--- src/rtl/alut_defines15.sv ---
// ALUT register bank addresses, shared by every block that talks to the bank.
`ifndef ALUT_DEFINES15_SV
`define ALUT_DEFINES15_SV
`define AL_FRM_D_ADDR_L 7'h00
`define AL_FRM_D_ADDR_U 7'h04
`define AL_FRM_S_ADDR_L 7'h08
`define AL_FRM_S_ADDR_U 7'h0C
`define AL_S_PORT       7'h10
`define AL_D_PORT       7'h14
`define AL_COMMAND      7'h18
`define AL_STATUS       7'h1C
`endif

--- src/rtl/alut_apb_pkg15.sv ---
// Shared types and STATUS bit positions for the ALUT APB initiator.
package alut_apb_pkg15;

    typedef enum logic [1:0] {
        ST_IDLE   = 2'd0,
        ST_SETUP  = 2'd1,
        ST_ACCESS = 2'd2,
        ST_RESP   = 2'd3
    } state_t;

    typedef enum logic [2:0] {
        STEP_D_L    = 3'd0,
        STEP_D_U    = 3'd1,
        STEP_S_L    = 3'd2,
        STEP_S_U    = 3'd3,
        STEP_S_PORT = 3'd4,
        STEP_STATUS = 3'd5,
        STEP_D_PORT = 3'd6,
        STEP_CMD    = 3'd7
    } step_t;

    localparam int STATUS_ACTIVE = 0;
    localparam int STATUS_INVAL  = 1;
    localparam int STATUS_REUSED = 2;

    // Checker is busy while either a lookup or an invalidation is in flight.
    function automatic logic status_busy(input logic [31:0] st);
        return st[STATUS_ACTIVE] | st[STATUS_INVAL];
    endfunction

endpackage

--- src/rtl/alut_apb_xfer15.sv ---
// Single APB transfer engine: start launches SETUP, then ACCESS; a new start in ACCESS chains directly.
module alut_apb_xfer15 #(
    parameter int ABUS_WIDTH = 7
) (
    input  logic                  clk,
    input  logic                  rst,
    input  logic                  start,
    input  logic [ABUS_WIDTH-1:0] addr,
    input  logic [31:0]           wdata,
    input  logic                  write,
    input  logic [31:0]           prdata,
    output logic                  psel,
    output logic                  penable,
    output logic                  pwrite,
    output logic [ABUS_WIDTH-1:0] paddr,
    output logic [31:0]           pwdata,
    output logic                  done,
    output logic [31:0]           rdata
);

    logic                  psel_q, psel_d;
    logic                  penable_q, penable_d;
    logic                  pwrite_q, pwrite_d;
    logic [ABUS_WIDTH-1:0] paddr_q, paddr_d;
    logic [31:0]           pwdata_q, pwdata_d;

    always_comb begin
        psel_d    = psel_q;
        penable_d = penable_q;
        pwrite_d  = pwrite_q;
        paddr_d   = paddr_q;
        pwdata_d  = pwdata_q;
        if (start) begin
            psel_d    = 1'b1;
            penable_d = 1'b0;
            pwrite_d  = write;
            paddr_d   = addr;
            pwdata_d  = write ? wdata : 32'd0;
        end else if (psel_q && !penable_q) begin
            penable_d = 1'b1;
        end else begin
            // Bus idle: paddr keeps its last value, data and control return to zero.
            psel_d    = 1'b0;
            penable_d = 1'b0;
            pwrite_d  = 1'b0;
            pwdata_d  = 32'd0;
        end
    end

    always_ff @(posedge clk or posedge rst) begin
        if (rst) begin
            psel_q    <= 1'b0;
            penable_q <= 1'b0;
            pwrite_q  <= 1'b0;
            paddr_q   <= '0;
            pwdata_q  <= 32'd0;
        end else begin
            psel_q    <= psel_d;
            penable_q <= penable_d;
            pwrite_q  <= pwrite_d;
            paddr_q   <= paddr_d;
            pwdata_q  <= pwdata_d;
        end
    end

    assign psel    = psel_q;
    assign penable = penable_q;
    assign pwrite  = pwrite_q;
    assign paddr   = paddr_q;
    assign pwdata  = pwdata_q;
    assign done    = psel_q & penable_q;
    assign rdata   = done ? prdata : 32'd0;

endmodule

--- src/rtl/alut_apb_initiator15.sv ---
// ALUT APB initiator: turns lookup/command requests into fixed APB write/poll/read sequences.
`include "alut_defines15.sv"

module alut_apb_initiator15 #(
    parameter int POLL_MAX   = 255,
    parameter int ABUS_WIDTH = 7
) (
    input  logic                  pclk15,
    input  logic                  p_reset15,
    input  logic                  req_valid15,
    output logic                  req_ready15,
    input  logic                  req_op15,
    input  logic [47:0]           req_d_addr15,
    input  logic [47:0]           req_s_addr15,
    input  logic [1:0]            req_s_port15,
    input  logic [1:0]            req_cmd15,
    output logic                  rsp_valid15,
    output logic [4:0]            rsp_d_port15,
    output logic                  rsp_reused15,
    output logic                  rsp_timeout15,
    output logic                  psel15,
    output logic                  penable15,
    output logic                  pwrite15,
    output logic [ABUS_WIDTH-1:0] paddr15,
    output logic [31:0]           pwdata15,
    input  logic [31:0]           prdata15
);
    import alut_apb_pkg15::*;

    state_t        state_q, state_d;
    step_t         step_q, step_d;
    logic [15:0]   poll_q, poll_d;
    logic          op_q, op_d;
    logic [47:0]   d_addr_q, d_addr_d, s_addr_q, s_addr_d;
    logic [1:0]    port_q, port_d, cmd_q, cmd_d;
    logic          reused_q, reused_d;
    logic          ready_q, ready_d;
    logic          rsp_valid_q, rsp_valid_d;
    logic [4:0]    rsp_d_port_q, rsp_d_port_d;
    logic          rsp_reused_q, rsp_reused_d;
    logic          rsp_timeout_q, rsp_timeout_d;

    logic                  xfer_start_s, xfer_write_s, xfer_done_s, last_poll_s;
    logic [ABUS_WIDTH-1:0] xfer_addr_s;
    logic [31:0]           xfer_wdata_s, xfer_rdata_s;
    logic                  rdata_unused_s;

    assign last_poll_s    = ({1'b0, poll_q} + 17'd1) >= 17'(POLL_MAX);
    assign rdata_unused_s = ^xfer_rdata_s[31:5];

    // Sequencing FSM: chooses the next transfer at the end of each ACCESS.
    always_comb begin
        state_d       = state_q;
        step_d        = step_q;
        poll_d        = poll_q;
        op_d          = op_q;
        d_addr_d      = d_addr_q;
        s_addr_d      = s_addr_q;
        port_d        = port_q;
        cmd_d         = cmd_q;
        reused_d      = reused_q;
        rsp_valid_d   = 1'b0;
        rsp_d_port_d  = rsp_d_port_q;
        rsp_reused_d  = rsp_reused_q;
        rsp_timeout_d = rsp_timeout_q;
        xfer_start_s  = 1'b0;
        case (state_q)
            ST_IDLE: begin
                if (req_valid15 && ready_q) begin
                    op_d         = req_op15;
                    d_addr_d     = req_d_addr15;
                    s_addr_d     = req_s_addr15;
                    port_d       = req_s_port15;
                    cmd_d        = req_cmd15;
                    poll_d       = 16'd0;
                    reused_d     = 1'b0;
                    xfer_start_s = 1'b1;
                    state_d      = ST_SETUP;
                    if (req_op15) begin
                        step_d = STEP_CMD;
                    end else begin
                        step_d = STEP_D_L;
                    end
                end else begin
                    state_d = ST_IDLE;
                end
            end
            ST_SETUP: state_d = ST_ACCESS;
            ST_ACCESS: begin
                // Default is to chain straight into the next SETUP; terminal steps override.
                state_d      = ST_SETUP;
                xfer_start_s = 1'b1;
                if (xfer_done_s) begin
                    case (step_q)
                        STEP_D_L:    step_d = STEP_D_U;
                        STEP_D_U:    step_d = STEP_S_L;
                        STEP_S_L:    step_d = STEP_S_U;
                        STEP_S_U:    step_d = STEP_S_PORT;
                        STEP_S_PORT: step_d = STEP_STATUS;
                        STEP_CMD:    step_d = STEP_STATUS;
                        STEP_STATUS: begin
                            poll_d       = poll_q + 16'd1;
                            reused_d     = xfer_rdata_s[STATUS_REUSED];
                            rsp_reused_d = xfer_rdata_s[STATUS_REUSED];
                            if (status_busy(xfer_rdata_s)) begin
                                if (last_poll_s) begin
                                    state_d       = ST_RESP;
                                    xfer_start_s  = 1'b0;
                                    rsp_valid_d   = 1'b1;
                                    rsp_timeout_d = 1'b1;
                                    rsp_d_port_d  = 5'd0;
                                end else begin
                                    step_d = STEP_STATUS;
                                end
                            end else if (!op_q) begin
                                step_d = STEP_D_PORT;
                            end else begin
                                state_d       = ST_RESP;
                                xfer_start_s  = 1'b0;
                                rsp_valid_d   = 1'b1;
                                rsp_timeout_d = 1'b0;
                                rsp_d_port_d  = 5'd0;
                            end
                        end
                        STEP_D_PORT: begin
                            state_d       = ST_RESP;
                            xfer_start_s  = 1'b0;
                            rsp_valid_d   = 1'b1;
                            rsp_timeout_d = 1'b0;
                            rsp_d_port_d  = xfer_rdata_s[4:0];
                            rsp_reused_d  = reused_q;
                        end
                        default: begin
                            state_d      = ST_IDLE;
                            xfer_start_s = 1'b0;
                        end
                    endcase
                end else begin
                    state_d      = ST_IDLE;
                    xfer_start_s = 1'b0;
                end
            end
            ST_RESP: state_d = ST_IDLE;
            default: state_d = ST_IDLE;
        endcase
        ready_d = (state_d == ST_IDLE);
    end

    // Address/data for the transfer about to be launched.
    always_comb begin
        xfer_write_s = 1'b1;
        xfer_wdata_s = 32'd0;
        xfer_addr_s  = ABUS_WIDTH'(`AL_STATUS);
        case (step_d)
            STEP_D_L: begin
                xfer_addr_s  = ABUS_WIDTH'(`AL_FRM_D_ADDR_L);
                xfer_wdata_s = d_addr_d[31:0];
            end
            STEP_D_U: begin
                xfer_addr_s  = ABUS_WIDTH'(`AL_FRM_D_ADDR_U);
                xfer_wdata_s = {16'd0, d_addr_d[47:32]};
            end
            STEP_S_L: begin
                xfer_addr_s  = ABUS_WIDTH'(`AL_FRM_S_ADDR_L);
                xfer_wdata_s = s_addr_d[31:0];
            end
            STEP_S_U: begin
                xfer_addr_s  = ABUS_WIDTH'(`AL_FRM_S_ADDR_U);
                xfer_wdata_s = {16'd0, s_addr_d[47:32]};
            end
            STEP_S_PORT: begin
                xfer_addr_s  = ABUS_WIDTH'(`AL_S_PORT);
                xfer_wdata_s = {30'd0, port_d};
            end
            STEP_CMD: begin
                xfer_addr_s  = ABUS_WIDTH'(`AL_COMMAND);
                xfer_wdata_s = {30'd0, cmd_d};
            end
            STEP_STATUS: begin
                xfer_addr_s  = ABUS_WIDTH'(`AL_STATUS);
                xfer_write_s = 1'b0;
            end
            STEP_D_PORT: begin
                xfer_addr_s  = ABUS_WIDTH'(`AL_D_PORT);
                xfer_write_s = 1'b0;
            end
            default: xfer_write_s = 1'b0;
        endcase
    end

    // State, request latches and response registers.
    always_ff @(posedge pclk15 or posedge p_reset15) begin
        if (p_reset15) begin
            state_q       <= ST_IDLE;
            step_q        <= STEP_D_L;
            poll_q        <= 16'd0;
            op_q          <= 1'b0;
            d_addr_q      <= 48'd0;
            s_addr_q      <= 48'd0;
            port_q        <= 2'd0;
            cmd_q         <= 2'd0;
            reused_q      <= 1'b0;
            ready_q       <= 1'b0;
            rsp_valid_q   <= 1'b0;
            rsp_d_port_q  <= 5'd0;
            rsp_reused_q  <= 1'b0;
            rsp_timeout_q <= 1'b0;
        end else begin
            state_q       <= state_d;
            step_q        <= step_d;
            poll_q        <= poll_d;
            op_q          <= op_d;
            d_addr_q      <= d_addr_d;
            s_addr_q      <= s_addr_d;
            port_q        <= port_d;
            cmd_q         <= cmd_d;
            reused_q      <= reused_d;
            ready_q       <= ready_d;
            rsp_valid_q   <= rsp_valid_d;
            rsp_d_port_q  <= rsp_d_port_d;
            rsp_reused_q  <= rsp_reused_d;
            rsp_timeout_q <= rsp_timeout_d;
        end
    end

    alut_apb_xfer15 #(.ABUS_WIDTH(ABUS_WIDTH)) u_xfer (
        .clk     (pclk15),
        .rst     (p_reset15),
        .start   (xfer_start_s),
        .addr    (xfer_addr_s),
        .wdata   (xfer_wdata_s),
        .write   (xfer_write_s),
        .prdata  (prdata15),
        .psel    (psel15),
        .penable (penable15),
        .pwrite  (pwrite15),
        .paddr   (paddr15),
        .pwdata  (pwdata15),
        .done    (xfer_done_s),
        .rdata   (xfer_rdata_s)
    );

    assign req_ready15   = ready_q;
    assign rsp_valid15   = rsp_valid_q;
    assign rsp_d_port15  = rsp_d_port_q;
    assign rsp_reused15  = rsp_reused_q;
    assign rsp_timeout15 = rsp_timeout_q;

endmodule

--- config.mk ---
export PLATFORM = sky130hd
export DESIGN_NAME = alut_apb_initiator15
export DESIGN_NICKNAME = d
export VERILOG_FILES = /design/src/rtl/alut_apb_pkg15.sv /design/src/rtl/alut_apb_xfer15.sv /design/src/rtl/alut_apb_initiator15.sv
export VERILOG_INCLUDE_DIRS = /design/src /design/src/rtl
export SDC_FILE = /design/constraint.sdc
export NUM_CORES = 1
export LEC_CHECK = 0
export ABC_CLOCK_PERIOD_IN_PS = 9100
export CAP_MARGIN = 20
export CORE_ASPECT_RATIO = 1.2
export CORE_UTILIZATION = 52
export CTS_BUF_LIST = sky130_fd_sc_hd__clkbuf_8
export DETAILED_ROUTE_END_ITERATION = 8
export PLACE_DENSITY = 0.84
export SYNTH_ARGS = -nofsm -noshare
export SYNTH_HDL_FRONTEND = slang
export SYNTH_HIERARCHICAL = 1
export SYNTH_SLANG_ARGS = --single-unit
--- constraint.sdc ---
create_clock -name pclk15 -period 9.1 [get_ports pclk15]
set_clock_uncertainty 0.15 [all_clocks]
set_input_delay 2.275 -clock pclk15 [delete_from_list [all_inputs] [get_ports pclk15]]
set_output_delay 2.275 -clock pclk15 [all_outputs]
set_load 0.03 [all_outputs]
After elaboration in Yosys (flattened, before gate mapping)
Cells that the tools add are included.

storage, ports and cells
  register bits after elaboration = 174
  bits of input ports = 136

cells by class
  add/subtract/negate cells = 2
  order comparisons = 1
  equal/unequal tests = 23
  muxes and demuxes = 65
  bitwise logic cells = 2
  reductions and logical operators = 15

operators with widths
  operator                                                                number
  48-bit two-way mux                                                      4
  32-bit one-hot mux with 6 select lines                                  1
  32-bit two-way mux                                                      3
  7-bit one-hot mux with 8 select lines                                   1
  16-bit two-way mux                                                      3
  16-bit one-hot mux with 2 select lines                                  1
  3-bit == test, second input constant                                    8
  1-bit two-way mux                                                       23
  5-bit two-way mux                                                       4
  3-bit two-way mux                                                       6
  3-bit one-hot mux with 6 select lines                                   1
  16-bit by 1-bit adder with 17-bit output, second input constant         1
  17-bit by 8-bit >= comparator with 1-bit output, second input constant  1
  16-bit by 1-bit adder with 16-bit output, second input constant         1
  2-bit two-way mux                                                       8
  3-bit by 2-bit == test with 1-bit output, second input constant         4
  1-bit one-hot mux with 2 select lines                                   6
  5-bit one-hot mux with 2 select lines                                   1
  2-bit one-hot mux with 4 select lines                                   1
  3-bit by 1-bit == test with 1-bit output, second input constant         2
  3-bit zero test                                                         2
  2-bit by 1-bit != test with 1-bit output, second input constant         3
  3-bit != test, second input constant                                    2
  3-bit one-hot mux with 2 select lines                                   1
  15 further kinds                                                        20

Depth between registers and ports, before layout
  depth after elaboration = 11
  mapped depth = 13
  gate-level depth less buffers = 10

Cells and area by module
Netlist, hierarchy kept.

by module, submodules not included
  module                times used  cells each  area an instance (µm²)  seq. area each (µm²)
  alut_apb_initiator15  1           606         6,408.6                 3,303.2
  alut_apb_xfer15       1           140         1,816.7                 1,051.0

Worst setup path after synthesis
Ideal clock, no wire load.

  path kind = in2reg
  start point = input prdata15[0]
  end point = register u_xfer.pwdata_q[0], in the netlist u_xfer/pwdata[0]
  arrival = 4,567 ps
  slack = 4,315 ps
  stages on the path = 12
  path buffers = 4
  cell sequence = and3_1 > o41ai_1 > a221oi_1 > a211oi_1 > clkbuf_1 > buf_2 > nor2_1 > o21ai_0 > and2_1 > clkbuf_1 > buf_2 > a32o_1

between the ends
  longest elaborated chain between the ends = 10

ends and longest elaborated chain
  item                                                                          line                         RTL
  start, declared                                                               alut_apb_initiator15.sv:26   input logic [31:0] prdata15
  5-bit two-way mux *                                                           alut_apb_xfer15.sv:72        assign rdata = done ? prdata : 32'd0;
  1-bit OR *                                                                    alut_apb_pkg15.sv:28         return st[STATUS_ACTIVE] | st[STATUS_INVAL];
  3-bit two-way mux                                                             alut_apb_initiator15.sv:105  if (status_busy(xfer_rdata_s)) begin
  3-bit one-hot mux with 6 select lines                                         alut_apb_initiator15.sv:94   case (step_q)
  3-bit two-way mux                                                             alut_apb_initiator15.sv:93   if (xfer_done_s) begin
  3-bit one-hot mux with 2 select lines                                         alut_apb_initiator15.sv:67   case (state_q)
  3-bit == test (tied with other cells)                                         alut_apb_initiator15.sv:154  case (step_d)
  32-bit one-hot mux with 6 select lines or 2-bit OR reduction (tied branches)  --
  32-bit two-way mux                                                            alut_apb_xfer15.sv:38        pwdata_d = write ? wdata : 32'd0;
  32-bit two-way mux                                                            alut_apb_xfer15.sv:33        if (start) begin
  end signal, assigned                                                          alut_apb_xfer15.sv:62        pwdata_q <= pwdata_d;
  end, declared                                                                 alut_apb_xfer15.sv:25        logic [31:0] pwdata_q, pwdata_d;

Mark *: on every way between the ends. The rest lies on a longest branch, timed or not.
A chain may end at the register's enable or synchronous reset.

Final worst setup path
  start point = input req_valid15
  end point = register u_xfer.pwdata_q[14], in the netlist u_xfer/pwdata[14]

between the ends
  longest elaborated chain between the ends = 7

ends and longest elaborated chain
  item                                                                          line                         RTL
  start, declared                                                               alut_apb_initiator15.sv:10   input logic req_valid15,
  1-bit logical AND *                                                           alut_apb_initiator15.sv:69   if (req_valid15 && ready_q) begin
  3-bit two-way mux                                                             alut_apb_initiator15.sv:69
  3-bit one-hot mux with 2 select lines                                         alut_apb_initiator15.sv:67
  3-bit == test (tied with other cells)                                         alut_apb_initiator15.sv:154
  32-bit one-hot mux with 6 select lines or 2-bit OR reduction (tied branches)  --
  32-bit two-way mux                                                            alut_apb_xfer15.sv:38
  32-bit two-way mux                                                            alut_apb_xfer15.sv:33

Marked as above.

==> qor.csv <==
stage;metric;value;unit
run_status;outcome;complete, no violations;
cts;post_cts.repair.setup_buffers;0;
sta;max_slew_margin;0.362;
worst_setup_path;critPathRequiredTime;9330;ps
sta;rsz_0062_raised_after_global_routing;no;
worst_setup_path;most_frequent_cell_on_the_critical_path;buf_4;
power;worst_ir_drop_vdd;0.205;mV
worst_setup_path;largest_incremental_delay_on_the_critical_path;550;ps
sta;final.period_utilization;0.634;
sta;fin_tns_setup;0;ps
synthesis;synthesis.instances;717;
global_route;grt_first_pass_wirelength;31600;um
worst_setup_path;cp.arrival;6000;ps
die;chipHeight;138;um
hold_path;worstHoldPathType;reg2reg;
worst_setup_path;worstReg2RegStart;poll_q[0];
worst_setup_path;critical_path_peak_fanout;42;
hold_path;whs_path_depth;2;
sta;timing_worst_slew_pin_value;956;ps
place;routability_congestion_estimate;0.869;
place;detailedPlacementHpwl;13100;um
worst_setup_path;cp_top_family;buffers and inverters;
job;max_cap_viol_count;0;
cts;tritoncts.num_buffers;17;
worst_setup_path;critical_path.reg2reg.endpoint;u_xfer/pwdata[14];
sta;timing_max_transition_violations_final;0;
global_route;largest_net_degree_at_the_start_of_global_routing;85;
drt;drc;0;
worst_setup_path;cp.buffers_inverters;5;
cells_and_area;most-common-layout-cells;dfrtp_1, clkdlybuf4s50_1, nor2_1;
cts;cts.path.max_buffers;2;
drt;detail_route.wirelength;19800;um
cts;clock_latency_reported_for_the_late_side_of_the_worst_skew_pair;450;ps
cells_and_area;num-fill-cells;1152;
global_route;grt_antenna_before_repair;2;
worst_setup_path;critPathSlowestCell;clkdlybuf4s50_1;
die;die_area;16000;um^2
synthesis;synth.avg_cell_area;11.2;um^2
worst_setup_path;path_cells;clkdlybuf4s50_1, nor4bb_4, buf_4, and2_1, a211oi_4, buf_4, inv_2, nor2_1, o21ai_0, and2_1, buf_4, a32o_1;
cells_and_area;layout.cells.most_common;dfrtp_1;
die;floorplan.rows;49;
worst_setup_path;timing.reg2reg.worst_path_depth;10;
global_route;groute.usage.overall;0.258;
die;placeableCoreArea;15100;um^2
sta;setup_violations;0;
synthesis;ys.warnings.count;6;
power;leakagePower;0.00428;uW
synthesis;synth.cell_area;8050;um^2
cells_and_area;num-nets-final;993;
die;dieWidth;116;um
die;floorplan.initialDensity;0.534;
worst_setup_path;endpoint;u_xfer/pwdata[14];
worst_setup_path;critPathLaunch;req_valid15;
global_route;grt_pass1_vias;6227;
worst_setup_path;setup.reg_to_reg.worst_slack;4440;ps
sta;period_needed;5770;ps
cts;clock_pin_slew_on_the_worst_setup_and_hold_paths;90;ps
cts;numClockSinks;174;
sta;hold_viol_final;0;
sta;holdWs;345;ps
worst_setup_path;critical_path_cell_count;12;
worst_setup_path;critical_path.endpoint_type;flip-flop;
cts;clk_root_buffer_cell;clkbuf_8;
cts;cts-resized-gates;0;
die;floorplan.io_pins;187;
hold_path;hold_path.startpoint;reused_q;
drt;detail_route.wl_per_cell;18.5;um
drt;ant_nets;0;
sta;clock.fmax;173;MHz
global_route;grt-ovfl-total;0;
worst_setup_path;crit_path_start_kind;input pin;
drt;vias_per_cell;5.70;
cells_and_area;fraction_of_final_layout_cells_sized_beyond_drive_strength_1;0.197;
cts;cts_hold_repair.buffers;0;
drt;drt_pass1_iterations;5;
cts;tritoncts;built;
power;power_density_over_the_cells;336;nW/um^2
drt;dr_total_vias;6125;
drt;dr.first_iter.drc_count;325;
cts;h_tree_level_count;4;
cells_and_area;area_growth;26.8;%
worst_setup_path;critPathKind;in2reg;
place;portBuffers;159;
[layer usage]
layer,GRT usage,share of wire
met1,0.323,0.41
met2,0.419,0.49
met3,0.0587,0.060
met5,0,0
met4,0.126,0.039
[power by group]
| group | switching [uW] | internal [uW] |
|---|---|---|
| clock | 290 | 257 |
| combinational | 940 | 730 |
| sequential | 130 | 1080 |
[registers in the layout (all words and copies together), names as in the netlist, 2 cells and up]
name           count
state_q            2
step_q             3
poll_q            16
u_xfer/paddr       7
d_addr_q          48
rsp_d_port15       5
u_xfer/pwdata     32
port_q             2
cmd_q              2
s_addr_q          48
[cell type report]
| class | instances | area (um^2) | area share |
|---|---|---|---|
| Antenna cell | 2 | 5.00 | 0.000490 |
| Sequential cell | 174 | 4350 | 0.427 |
| Multi-Input combinational cell | 478 | 3430 | 0.337 |
| Timing Repair Buffer | 169 | 1690 | 0.165 |
| Inverter | 15 | 61.3 | 0.00601 |
| Tap cell | 204 | 255 | 0.0250 |
| Clock buffer | 18 | 248 | 0.0243 |
| Clock inverter | 14 | 159 | 0.0156 |
[worst min path at each step]
stage	end	slack (ps)
after floorplan	reused_q	300
after global placement	reused_q	320
after detailed placement	reused_q	320
after CTS	reused_q	350
after global routing	s_addr_q[23]	360
final	reused_q	350
[worst min-delay path: cells and delay by family, from the launching register on]
| family | cells | cell delay (ps) |
|---|---|---|
| compound gates | 1 | 60 |
| flops | 1 | 350 |
| simple gates | 1 | 50 |
[per-stage QoR]
step	util	cell area (um^2)	power, uW	worst slack, ps	instances
detailed placement	0.647	9760	2890	2990	1039
finish	0.677	10200	3430	3330	1074
global route	0.677	10200	3630	3150	1074
global placement	0.647	9760	2840	3020	1039
floorplan	-	8060	2530	3150	720
CTS	0.674	10200	3440	3440	1071
Power figures use the tool's default switching activity.
